[config.mk]
export PLATFORM = sky130hd
export DESIGN_NAME = par_sink_to_counters_flat
export DESIGN_NICKNAME = d
export VERILOG_FILES = /design/src/rtl/par_sink_to_counters_pkg.sv /design/src/rtl/par_sink_to_counters_if.sv /design/src/rtl/par_sink_to_counters_sink_fifo.sv /design/src/rtl/par_sink_to_counters.sv /design/src/flat_wrapper.sv
export SDC_FILE = /design/constraint.sdc
export NUM_CORES = 1
export LEC_CHECK = 0
export CAP_MARGIN = 20
export CORE_MARGIN = 2
export CORE_UTILIZATION = 50
export CTS_BUF_LIST = sky130_fd_sc_hd__clkbuf_4 sky130_fd_sc_hd__clkbuf_8 sky130_fd_sc_hd__clkbuf_16
export CTS_CLUSTER_DIAMETER = 120
export CTS_CLUSTER_SIZE = 25
export DETAILED_ROUTE_END_ITERATION = 8
export PLACE_DENSITY = 0.9
export SYNTH_ARGS = -nofsm -noshare
export SYNTH_HDL_FRONTEND = slang
export SYNTH_HIERARCHICAL = 1
export SYNTH_SLANG_ARGS = --single-unit
[constraint.sdc]
create_clock -name clk -period 5.45 [get_ports clk]
set_clock_uncertainty 0.2 [all_clocks]
set_input_delay 0.545 -clock clk [delete_from_list [all_inputs] [get_ports clk]]
set_output_delay 0.545 -clock clk [all_outputs]
set_load 0.02 [all_outputs]
[src/rtl/par_sink_to_counters_pkg.sv]
// Shared packet-layout definitions and helpers for the NoC traffic sink.
//
// The `ADDR_BITS / `PAYLOAD_SIZE / `NUM_NODES macros are the node-wide
// packet layout that the traffic sources already use. The field-select
// macros let both ends pick the same bits out of a packet word.
// Packet word layout: {source id, dest addr}, with dest in the low bits.

`ifndef PAR_SINK_TO_COUNTERS_DEFINES
`define PAR_SINK_TO_COUNTERS_DEFINES
`define ADDR_BITS     3
`define PAYLOAD_SIZE  4
`define NUM_NODES     6
`define PKT_DEST_LSB  0
`define PKT_DEST_MSB  (`ADDR_BITS-1)
`define PKT_SRC_LSB   (`ADDR_BITS)
`define PKT_SRC_MSB   (`ADDR_BITS+`PAYLOAD_SIZE-1)
`endif

package par_sink_to_counters_pkg;

  localparam int PKT_W     = `PAYLOAD_SIZE + `ADDR_BITS;
  localparam int NUM_NODES = `NUM_NODES;

  // A packet counts as delivered only if it is addressed to this node and
  // carries a source id that names a real node.
  function automatic logic delivered_ok(input logic [`ADDR_BITS-1:0]    dest,
                                        input logic [`PAYLOAD_SIZE-1:0] src,
                                        input int                       node_id);
    return (int'(dest) == node_id) && (int'(src) < NUM_NODES);
  endfunction

endpackage

[src/rtl/par_sink_to_counters_if.sv]
// Valid/busy packet handshake between a NoC router port and a sink.
//   item_in : packet word {source id, dest addr}
//   valid   : one-cycle pulse per packet
//   busy    : backpressure from the receiver
// master = sender side, slave = receiver side.

interface par_sink_to_counters_if;
  import par_sink_to_counters_pkg::*;

  logic [PKT_W-1:0] item_in;
  logic             valid;
  logic             busy;

  modport master (output item_in, output valid, input  busy);
  modport slave  (input  item_in, input  valid, output busy);

endinterface

[src/rtl/par_sink_to_counters_sink_fifo.sv]
// sink_fifo: small circular packet buffer for the traffic sink.
//   clk, reset : clock, asynchronous active-high reset
//   push, pop  : write din / retire the head entry (caller guards full/empty)
//   din, dout  : write data / head-of-queue data (combinational read)
//   occupancy  : stored entries, 0..depth
//   full, empty: derived from occupancy
// Pointers wrap naturally; the separate occupancy count tells full from
// empty. A same-edge push and pop cannot hit one slot: the head is read
// combinationally before the edge that overwrites anything.

module sink_fifo #(
  parameter  int depth = 4,
  parameter  int width = 8,
  localparam int ptr_w = $clog2(depth),
  localparam int occ_w = $clog2(depth + 1)
) (
  input  logic             clk,
  input  logic             reset,
  input  logic             push,
  input  logic             pop,
  input  logic [width-1:0] din,
  output logic [width-1:0] dout,
  output logic [occ_w-1:0] occupancy,
  output logic             full,
  output logic             empty
);

  logic [width-1:0] mem [depth];
  logic [ptr_w-1:0] wr_ptr_q, wr_ptr_d;
  logic [ptr_w-1:0] rd_ptr_q, rd_ptr_d;
  logic [occ_w-1:0] occ_q, occ_d;

  always_comb begin
    wr_ptr_d = wr_ptr_q + ptr_w'(push);
    rd_ptr_d = rd_ptr_q + ptr_w'(pop);
    occ_d    = occ_q;
    case ({push, pop})
      2'b10:   occ_d = occ_q + occ_w'(1);
      2'b01:   occ_d = occ_q - occ_w'(1);
      default: occ_d = occ_q;
    endcase
  end

  always_ff @(posedge clk or posedge reset) begin
    if (reset) begin
      wr_ptr_q <= '0;
      rd_ptr_q <= '0;
      occ_q    <= '0;
    end else begin
      wr_ptr_q <= wr_ptr_d;
      rd_ptr_q <= rd_ptr_d;
      occ_q    <= occ_d;
    end
  end

  // NOTE: storage has no reset; the occupancy count alone says which entries
  // are live, so clearing the array would only cost flops.
  always_ff @(posedge clk) begin
    if (push) mem[wr_ptr_q] <= din;
  end

  assign dout      = mem[rd_ptr_q];
  assign occupancy = occ_q;
  assign full      = (occ_q == occ_w'(depth));
  assign empty     = (occ_q == '0);

endmodule

[src/rtl/par_sink_to_counters.sv]
// par_sink_to_counters: destination-end traffic sink for the NoC.
// Accepts packets on a valid/busy handshake, buffers them in sink_fifo and
// drains them at a programmable rate, checking each one for correct delivery.
//   clk, reset     : clock, asynchronous active-high reset
//   up             : packet handshake (item_in, valid in; busy out)
//   drain_en       : consumer ready, permits pops
//   stat_sel       : source index for stat_count
//   stat_count     : packets received from source stat_sel (combinational)
//   total_count    : correctly delivered packets
//   misroute_count : popped packets with wrong dest or invalid source
//   drop_count     : packets that arrived while the FIFO was full
//   err            : sticky, set on any misroute or drop
// Statistic counters saturate at all-ones.

module par_sink_to_counters
  import par_sink_to_counters_pkg::*;
#(
  parameter int id           = -1,
  parameter int depth        = 4,
  parameter int drain_period = 1,
  parameter int cnt_w        = 16
) (
  input  logic                  clk,
  input  logic                  reset,
  par_sink_to_counters_if.slave up,
  input  logic                  drain_en,
  input  logic [`ADDR_BITS-1:0] stat_sel,
  output logic [cnt_w-1:0]      stat_count,
  output logic [cnt_w-1:0]      total_count,
  output logic [cnt_w-1:0]      misroute_count,
  output logic [cnt_w-1:0]      drop_count,
  output logic                  err
);

  localparam int occ_w = $clog2(depth + 1);
  localparam int per_w = (drain_period > 1) ? $clog2(drain_period) : 1;
  localparam int idx_w = (NUM_NODES > 1) ? $clog2(NUM_NODES) : 1;

  function automatic logic [cnt_w-1:0] sat_inc(input logic [cnt_w-1:0] v);
    return (&v) ? v : v + cnt_w'(1);
  endfunction

  logic [occ_w-1:0]         occupancy;
  logic                     full, empty;
  logic [PKT_W-1:0]         head;
  logic [`ADDR_BITS-1:0]    head_dest;
  logic [`PAYLOAD_SIZE-1:0] head_src;
  logic [idx_w-1:0]         head_idx;
  logic                     head_ok;
  logic                     accept, drop, pop;

  logic [per_w-1:0] period_q, period_d;
  logic [cnt_w-1:0] rx_q [NUM_NODES];
  logic [cnt_w-1:0] rx_d [NUM_NODES];
  logic [cnt_w-1:0] total_q, total_d;
  logic [cnt_w-1:0] misroute_q, misroute_d;
  logic [cnt_w-1:0] drop_q, drop_d;
  logic             err_q, err_d;

  // Acceptance looks only at pre-edge occupancy; a pop in the same cycle
  // does not make room for the arriving packet.
  assign accept = up.valid & ~full;
  assign drop   = up.valid & full;
  assign pop    = drain_en & ~empty & (period_q == '0);

  // One slot of slack absorbs a packet launched in the cycle busy rises.
  assign up.busy = (occupancy >= occ_w'(depth - 1));

  sink_fifo #(
    .depth (depth),
    .width (PKT_W)
  ) u_fifo (
    .clk       (clk),
    .reset     (reset),
    .push      (accept),
    .pop       (pop),
    .din       (up.item_in),
    .dout      (head),
    .occupancy (occupancy),
    .full      (full),
    .empty     (empty)
  );

  assign head_dest = head[`PKT_DEST_MSB:`PKT_DEST_LSB];
  assign head_src  = head[`PKT_SRC_MSB:`PKT_SRC_LSB];
  assign head_idx  = idx_w'(head_src);
  assign head_ok   = delivered_ok(head_dest, head_src, id);

  // NOTE: combinational blocks use blocking assignments and give every
  // target a default first, so no path leaves a value unassigned (no latch).
  always_comb begin
    period_d   = period_q;
    rx_d       = rx_q;
    total_d    = total_q;
    misroute_d = misroute_q;
    drop_d     = drop_q;
    err_d      = err_q;

    // The drain timer runs whenever drain_en is high, popping or not.
    if (drain_en) begin
      period_d = (period_q == per_w'(drain_period - 1)) ? '0 : period_q + per_w'(1);
    end

    if (drop) begin
      drop_d = sat_inc(drop_q);
      err_d  = 1'b1;
    end

    if (pop) begin
      if (head_ok) begin
        rx_d[head_idx] = sat_inc(rx_q[head_idx]);
        total_d        = sat_inc(total_q);
      end else begin
        misroute_d = sat_inc(misroute_q);
        err_d      = 1'b1;
      end
    end
  end

  always_ff @(posedge clk or posedge reset) begin
    if (reset) begin
      period_q   <= '0;
      total_q    <= '0;
      misroute_q <= '0;
      drop_q     <= '0;
      err_q      <= 1'b0;
      for (int i = 0; i < NUM_NODES; i++) rx_q[i] <= '0;
    end else begin
      period_q   <= period_d;
      total_q    <= total_d;
      misroute_q <= misroute_d;
      drop_q     <= drop_d;
      err_q      <= err_d;
      rx_q       <= rx_d;
    end
  end

  assign stat_count     = (int'(stat_sel) < NUM_NODES) ? rx_q[idx_w'(stat_sel)] : '0;
  assign total_count    = total_q;
  assign misroute_count = misroute_q;
  assign drop_count     = drop_q;
  assign err            = err_q;

endmodule

[src/flat_wrapper.sv]
// flat-port wrapper written by rule: the top's interface ports become plain ports
module par_sink_to_counters_flat import par_sink_to_counters_pkg::*;
#(
  parameter int id           = -1,
  parameter int depth        = 4,
  parameter int drain_period = 1,
  parameter int cnt_w        = 16
)
  (clk, reset, drain_en, stat_sel, stat_count, total_count, misroute_count, drop_count, err, up_item_in, up_valid, up_busy);
  par_sink_to_counters_if up_i ();
  input  logic clk;
  input  logic reset;
  input  logic drain_en;
  input  logic [`ADDR_BITS-1:0] stat_sel;
  output logic [cnt_w-1:0] stat_count;
  output logic [cnt_w-1:0] total_count;
  output logic [cnt_w-1:0] misroute_count;
  output logic [cnt_w-1:0] drop_count;
  output logic err;
  input wire logic [$bits(up_i.item_in)-1:0] up_item_in;
  input wire logic [$bits(up_i.valid)-1:0] up_valid;
  output wire logic [$bits(up_i.busy)-1:0] up_busy;
  assign up_i.item_in = up_item_in;
  assign up_i.valid = up_valid;
  assign up_busy = up_i.busy;
  par_sink_to_counters #(.id(id), .depth(depth), .drain_period(drain_period), .cnt_w(cnt_w)) u_core (.clk(clk), .reset(reset), .up(up_i), .drain_en(drain_en), .stat_sel(stat_sel), .stat_count(stat_count), .total_count(total_count), .misroute_count(misroute_count), .drop_count(drop_count), .err(err));
endmodule
==> metrics, run 1 <==
status finished clean; hold-fix buffer count after cts 0; Layout Nets 262; CP Capture Type flip-flop; Stages on worst setup path 8; Bufs and invs on worst path 2; final core occ 61.8%; GPL Wtd Cong 0.856; Slowest Stage Delay on Critical Path 0.47 ns; Leak Pwr 1.14 nW; Avg Vias per Cell 5.16; arrival time worst endpoint 2.62 ns; clock slew at reported path FFs 0.07 ns; TNS Setup 0 ns; Critical-path top delay cell clkdlybuf4s50_1; post-CTS sizing 0; synth warn 6; final setup vio count 0; final cycle utilization of the critical path 48.0%; critical path launch point type primary input; initial antenna violation count 0; Cell Area, Synth 2070 um2; global-route wire length before repair 6340 um; Worst Setup SP drain_en; dpl ws 2.57 ns; Fill cells 333; average size of a mapped cell 10.3 um2; # IOs 80; Hold Crit Class in2async; maximum VDD drop 0.261 mV; Final Max Slew Viols 0; CTS H-Tree Depth 2; # Post-CTS Setup Buffers 0; R2R Setup Slk 3.10 ns; FF-to-FF Start u_core/u_fifo/occupancy[2]; largest net degree at the start of global routing 34; die area 4680 um2; R2R cell count 8; Least-Margin Pin Slew 0.682 ns; Initial Utilization 51.8%; Crit path top cell by count xor2_1; Horiz. Die Dim 68.4 um; Die H 68.4 um; GRT Resource Usage Total 18.2%; initial DRC count 129; Critical Path RT 5.46 ns; CTS sink cnt 36; Final ANT Viol Nets 0; area delta synth->final 19.4%; number of remaining DRC errors 0; crit-path max FO 7; critical path type in2reg; setup ws final 2.83 ns; number of global-route vias before repair 1403; Fmax 0.382 GHz; Syn Inst Count 202; Crit path max-delay family adder cells; num rows 23; crit-path cells clkdlybuf4s50_1 -> nor2b_1 -> ha_1 -> inv_1 -> fa_1 -> xor2_1 -> nor2_1 -> xor2_1; clk buf depth 2; Buffers on Ports 37; area of the multi-input gates 1010 um2; minimum clock period 2.62 ns; DRT Wirelength 3850 um; RSZ-0062 raised after global routing no; Critical R2R Capture u_core/u_fifo/occupancy[2]; CTS tree yes; Hold Vio Cnt, Final 0; CP endpoint u_core/u_fifo/occupancy[2]; Power Dens Cells 372 nW/um2; Detail Placement HPWL 2980 um; Clk Tree Root Cell clkbuf_8; routed len/inst 13.1 um; total CTS buffers 5; Placeable Area 4000 um2; MaxCap Viol Count 0; GR Overflow Total 0; share of cells above drive strength 1 7.76%; clk_lat worst skew 0.28 ns; via count 1522; 1st-pass router iterations 4; register area 901 um2; Antenna diodes 0; Max-slew headroom 54.2%
-- worst register-to-register path, delay by kind of cell, from the launching register on --
kind	cells	cell delay (ns)
xor+xnor	2	0.30
simple gates	3	0.65
buf+inv	1	0.07
fa+ha+maj	2	0.67
flops	1	0.40
-- cell usage in the layout (no fill, tap or decap), types with 4 or more instances in the layout --
| cell type | n |
|---|---|
| clkdlybuf4s50_1 | 37 |
| dfrtp_1 | 36 |
| conb_1 | 32 |
| nand4_1 | 15 |
| xor2_1 | 14 |
| xnor2_1 | 13 |
| nand2_1 | 12 |
| nor3_1 | 9 |
| nand3_1 | 8 |
| inv_1 | 8 |
| clkbuf_8 | 6 |
| nor2_1 | 6 |
| and3_1 | 5 |
| and4_1 | 4 |
| mux2_2 | 4 |
-- how the worst min path moves through the flow --
stage / from / end / slack [ns] / cells after the start
after global routing: reset / u_core/u_fifo/occupancy[1] / 0.26 / 2
final: reset / u_core/u_fifo/occupancy[1] / 0.24 / 2
after global placement: u_core/drop_count[7] / u_core/drop_count[7] / 0.28 / 1
after CTS: reset / u_core/u_fifo/occupancy[0] / 0.24 / 2
after detailed placement: u_core/err / u_core/err / 0.29 / 1
after floorplan: reset / u_core/u_fifo/occupancy[0] / 0.1 / 1
-- flip-flops by register name, summed over array words and instances (netlist names) --
name                     cells
u_core/misroute_count       16
u_core/drop_count           16
u_core/u_fifo/occupancy      3
u_core/err                   1
-- through the flow --
| stage | cells | power [W] | cell area (um2) | hold WS (ns) |
|---|---|---|---|---|
| after floorplan | 233 | 0.000617 | 2190 | 0.0986 |
| after global placement | 287 | 0.000723 | 2380 | 0.279 |
| after detailed placement | 287 | 0.000734 | 2380 | 0.290 |
| after CTS | 295 | 0.000931 | 2470 | 0.243 |
| after global routing | 295 | 0.000979 | 2470 | 0.264 |
| final | 295 | 0.000921 | 2470 | 0.242 |
-- routing by layer --
| metal | share of wire, % | global-route usage, % | wire, um | vias to the layer above |
|---|---|---|---|---|
| met5 | 0 | 0 | 0 | - |
| met4 | 1.8 | 8.00 | 68 | 0 |
| met1 | 44 | 23.8 | 1710 | 732 |
| met3 | 4.7 | 3.45 | 181 | 6 |
| li1 | - | - | - | 734 |
| met2 | 49 | 29.2 | 1900 | 50 |
-- power breakdown --
part | internal, W | switching [W] | total [W]
clock network | 0.000101 | 0.0000920 | 0.000193
logic | 0.000152 | 0.000185 | 0.000337
registers | 0.000319 | 0.0000725 | 0.000392
total | 0.000572 | 0.000350 | 0.000921
-- layout make-up --
cell class / count / share of cell area (%)
Inverter: 8 / 1.21
Clock buffer: 6 / 3.34
Sequential cell: 36 / 36.4
Tap cell: 50 / 2.53
Multi-Input combinational cell: 155 / 40.8
Clock inverter: 2 / 0.405
Timing Repair Buffer: 38 / 15.3
Power figures use the tool's default switching activity.
==> run 2, diff against run 1 <==
==> constraint.sdc (replaced) <==
create_clock -name clk -period 2.5 [get_ports clk]
set_clock_uncertainty 0.2 [all_clocks]
set_input_delay 0.25 -clock clk [delete_from_list [all_inputs] [get_ports clk]]
set_output_delay 0.25 -clock clk [all_outputs]
set_load 0.02 [all_outputs]
==> run 2 against run 1 <==
Count of clock-buffer cells in the layout up 2. First-iteration DRC count down 45%. Combinational power up 120%. Register-to-register slack worse by 2.9 ns. Global-route usage up 0.65 points. Routed wire length up 3.9%. Worst hold slack better by 0.044 ns. Critical endpoint is now u_core/misroute_count[4]. Sequential power up 120%. Cell count up 1.4%. Critical path type is now reg2reg. Highest routed layer unchanged. Sequential share of layout area down 0.54 points. Non-clock buffer count up 4. Die area unchanged.
==> metrics, run 2 (synthesis gave the netlist of run 1 again) <==
status finished clean (unchanged); routed len/inst 13.4 um (was 13.1 um); total CTS buffers 5 (unchanged); Leak Pwr 1.16 nW (was 1.14 nW); Die H 68.4 um (unchanged); final setup vio count 0 (unchanged); design internal power 0.00128 W (was 0.000572 W); Buffers on Ports 37 (unchanged); Max-slew headroom 56.3% (was 54.2%); GPL Wtd Cong 0.840 (was 0.856); Final Max Slew Viols 0 (unchanged); Antenna diodes 0 (unchanged); MaxCap Viol Count 0 (unchanged); Crit path max-delay family simple AND/OR/NAND/NOR gates (was adder cells); Clk Tree Root Cell clkbuf_8 (unchanged); Detail Placement HPWL 3040 um (was 2980 um); area delta synth->final 21.2% (was 19.4%); clk buf depth 2 (unchanged); num rows 23 (unchanged); crit-path cells ha_1 -> nand3_1 -> nor4_1 -> nor3b_1 -> xor2_1 (was clkdlybuf4s50_1 -> nor2b_1 -> ha_1 -> inv_1 -> fa_1 -> xor2_1 -> nor2_1 -> xor2_1); arrival time worst endpoint 2.22 ns (was 2.62 ns); setup ws final 0.230 ns (was 2.83 ns); DRT Wirelength 4010 um (was 3850 um); 1st-pass router iterations 4 (unchanged); Bufs and invs on worst path 0 (was 2); dpl ws 0.152 ns (was 2.57 ns); Slowest Stage Delay on Critical Path 0.64 ns (was 0.47 ns); crit-path max FO 5 (was 7); Initial Utilization 51.8% (unchanged); most frequent cells in the layout clkdlybuf4s50_1 (37), dfrtp_1 (36), conb_1 (32), nand4_1 (15), xor2_1 (14) (unchanged); share of cells above drive strength 1 8.84% (was 7.76%); final cycle utilization of the critical path 90.8%; maximum VDD drop 0.561 mV (was 0.261 mV); Design Power 0.00205 W (was 0.000921 W); Hold Vio Cnt, Final 0 (unchanged); largest net degree at the start of global routing 34 (unchanged); critical path launch point type flip-flop (was primary input); Placeable Area 4000 um2 (unchanged); initial antenna violation count 0 (unchanged); Critical Path RT 2.45 ns (was 5.46 ns); number of remaining DRC errors 0 (unchanged); combinational power share 36.9% (was 36.5%); switch share 37.3% (was 37.9%); clk_lat worst skew 0.28 ns (about the same); initial DRC count 71 (was 129); Hold Crit Class reg2reg (was in2async); Least-Margin Pin Slew 0.649 ns (was 0.682 ns); Clock power frac 21.1% (was 20.9%); Layout Nets 266 (was 262); global-route wire length before repair 6350 um (was 6340 um); final core occ 62.8% (was 61.8%); clock slew at reported path FFs 0.07 ns (about the same); die area 4680 um2 (unchanged); Power Dens Cells 815 nW/um2 (was 372 nW/um2); CTS tree yes (unchanged); Horiz. Die Dim 68.4 um (unchanged); Final ANT Viol Nets 0 (unchanged); Avg Vias per Cell 5.09 (was 5.16); Critical-path top delay cell nor4_1 (was clkdlybuf4s50_1); CTS sink cnt 36 (unchanged); Fmax 0.440 GHz; number of global-route vias before repair 1349 (was 1403); GRT Resource Usage Total 18.8% (was 18.2%); minimum clock period 2.27 ns; critical path type reg2reg (was in2reg); # IOs 80 (unchanged); CP Capture Type flip-flop (unchanged); via count 1522 (unchanged); Psw 0.000762 W (was 0.000350 W); commonest non-fill, non-tap cell in the layout clkdlybuf4s50_1 (unchanged); TNS Setup 0 ns (unchanged); # Post-CTS Setup Buffers 0 (unchanged); GR Overflow Total 0 (unchanged); RSZ-0062 raised after global routing no (unchanged); Reg power frac 42.0% (was 42.5%); CTS H-Tree Depth 2 (unchanged)
==> run 2: cell types whose count changed in the layout (fill, tap and decap cells not counted) <==
cell           before  now
buf_4               1    4
clkbuf_4            0    2
clkinv_2            2    0
dlygate4sd3_1       0    1
==> run 2: final cells by class <==
cell class	instances	area (um2)
sequential	36	901
multi-input combinational	155	1010
fill	333	1490
clock buffer	8	97.6
tap	50	62.6
inverter	8	30.0
timing repair buffer	42	410
==> run 2: metal layers <==
layer / global-route usage (%) / share of wire, %
met1: 24.6 / 43
met4: 7.25 / 1.6
met3: 5.92 / 5.3
met2: 29.1 / 50
met5: 0 / 0
==> run 2: timing repair <==
item | in CTS | in global routing
hold buffers | 1 | 0
hold endpoints to repair | 3 | 0
gates resized for setup | 0 | 0
==> run 2: worst paths after layout <==
path	cells after the start	start	slack, ns	to
setup / recovery	5	u_core/misroute_count[0]	0.23	u_core/misroute_count[4]
hold / removal	1	u_core/drop_count[7]	0.29	u_core/drop_count[7]
setup reg to reg	5	u_core/misroute_count[0]	0.23	u_core/misroute_count[4]
hold reg to reg	1	u_core/drop_count[7]	0.29	u_core/drop_count[7]
max in group asynchronous	4	reset	1.07	u_core/drop_count[2]
min in group asynchronous	3	reset	0.52	u_core/u_fifo/occupancy[1]
==> run 2: per-stage QoR <==
step	hold WS, ns	cells	cell area (um2)
2_1_floorplan	-0.196	233	2190
3_3_place_gp	0.255	290	2400
3_5_place_dp	0.268	290	2400
4_1_cts	0.292	299	2510
5_1_grt	0.321	299	2510
6_report	0.286	299	2510
==> run 2: power by group through the flow <==
stage / clock network (W) / logic, W / registers (W)
2_1_floorplan: 0 / 0.000407 / 0.000939
3_3_place_gp: 0 / 0.000722 / 0.000863
3_5_place_dp: 0 / 0.000748 / 0.000867
4_1_cts: 0.000451 / 0.000754 / 0.000859
5_1_grt: 0.000475 / 0.000826 / 0.000879
6_report: 0.000431 / 0.000755 / 0.000859
==> run 2: worst register-to-register path: stages (launching register included) <==
cell and delay, ns:
dfrtp_1 0.44, ha_1 0.28, nand3_1 0.22, nor4_1 0.64, nor3b_1 0.17, xor2_1 0.18
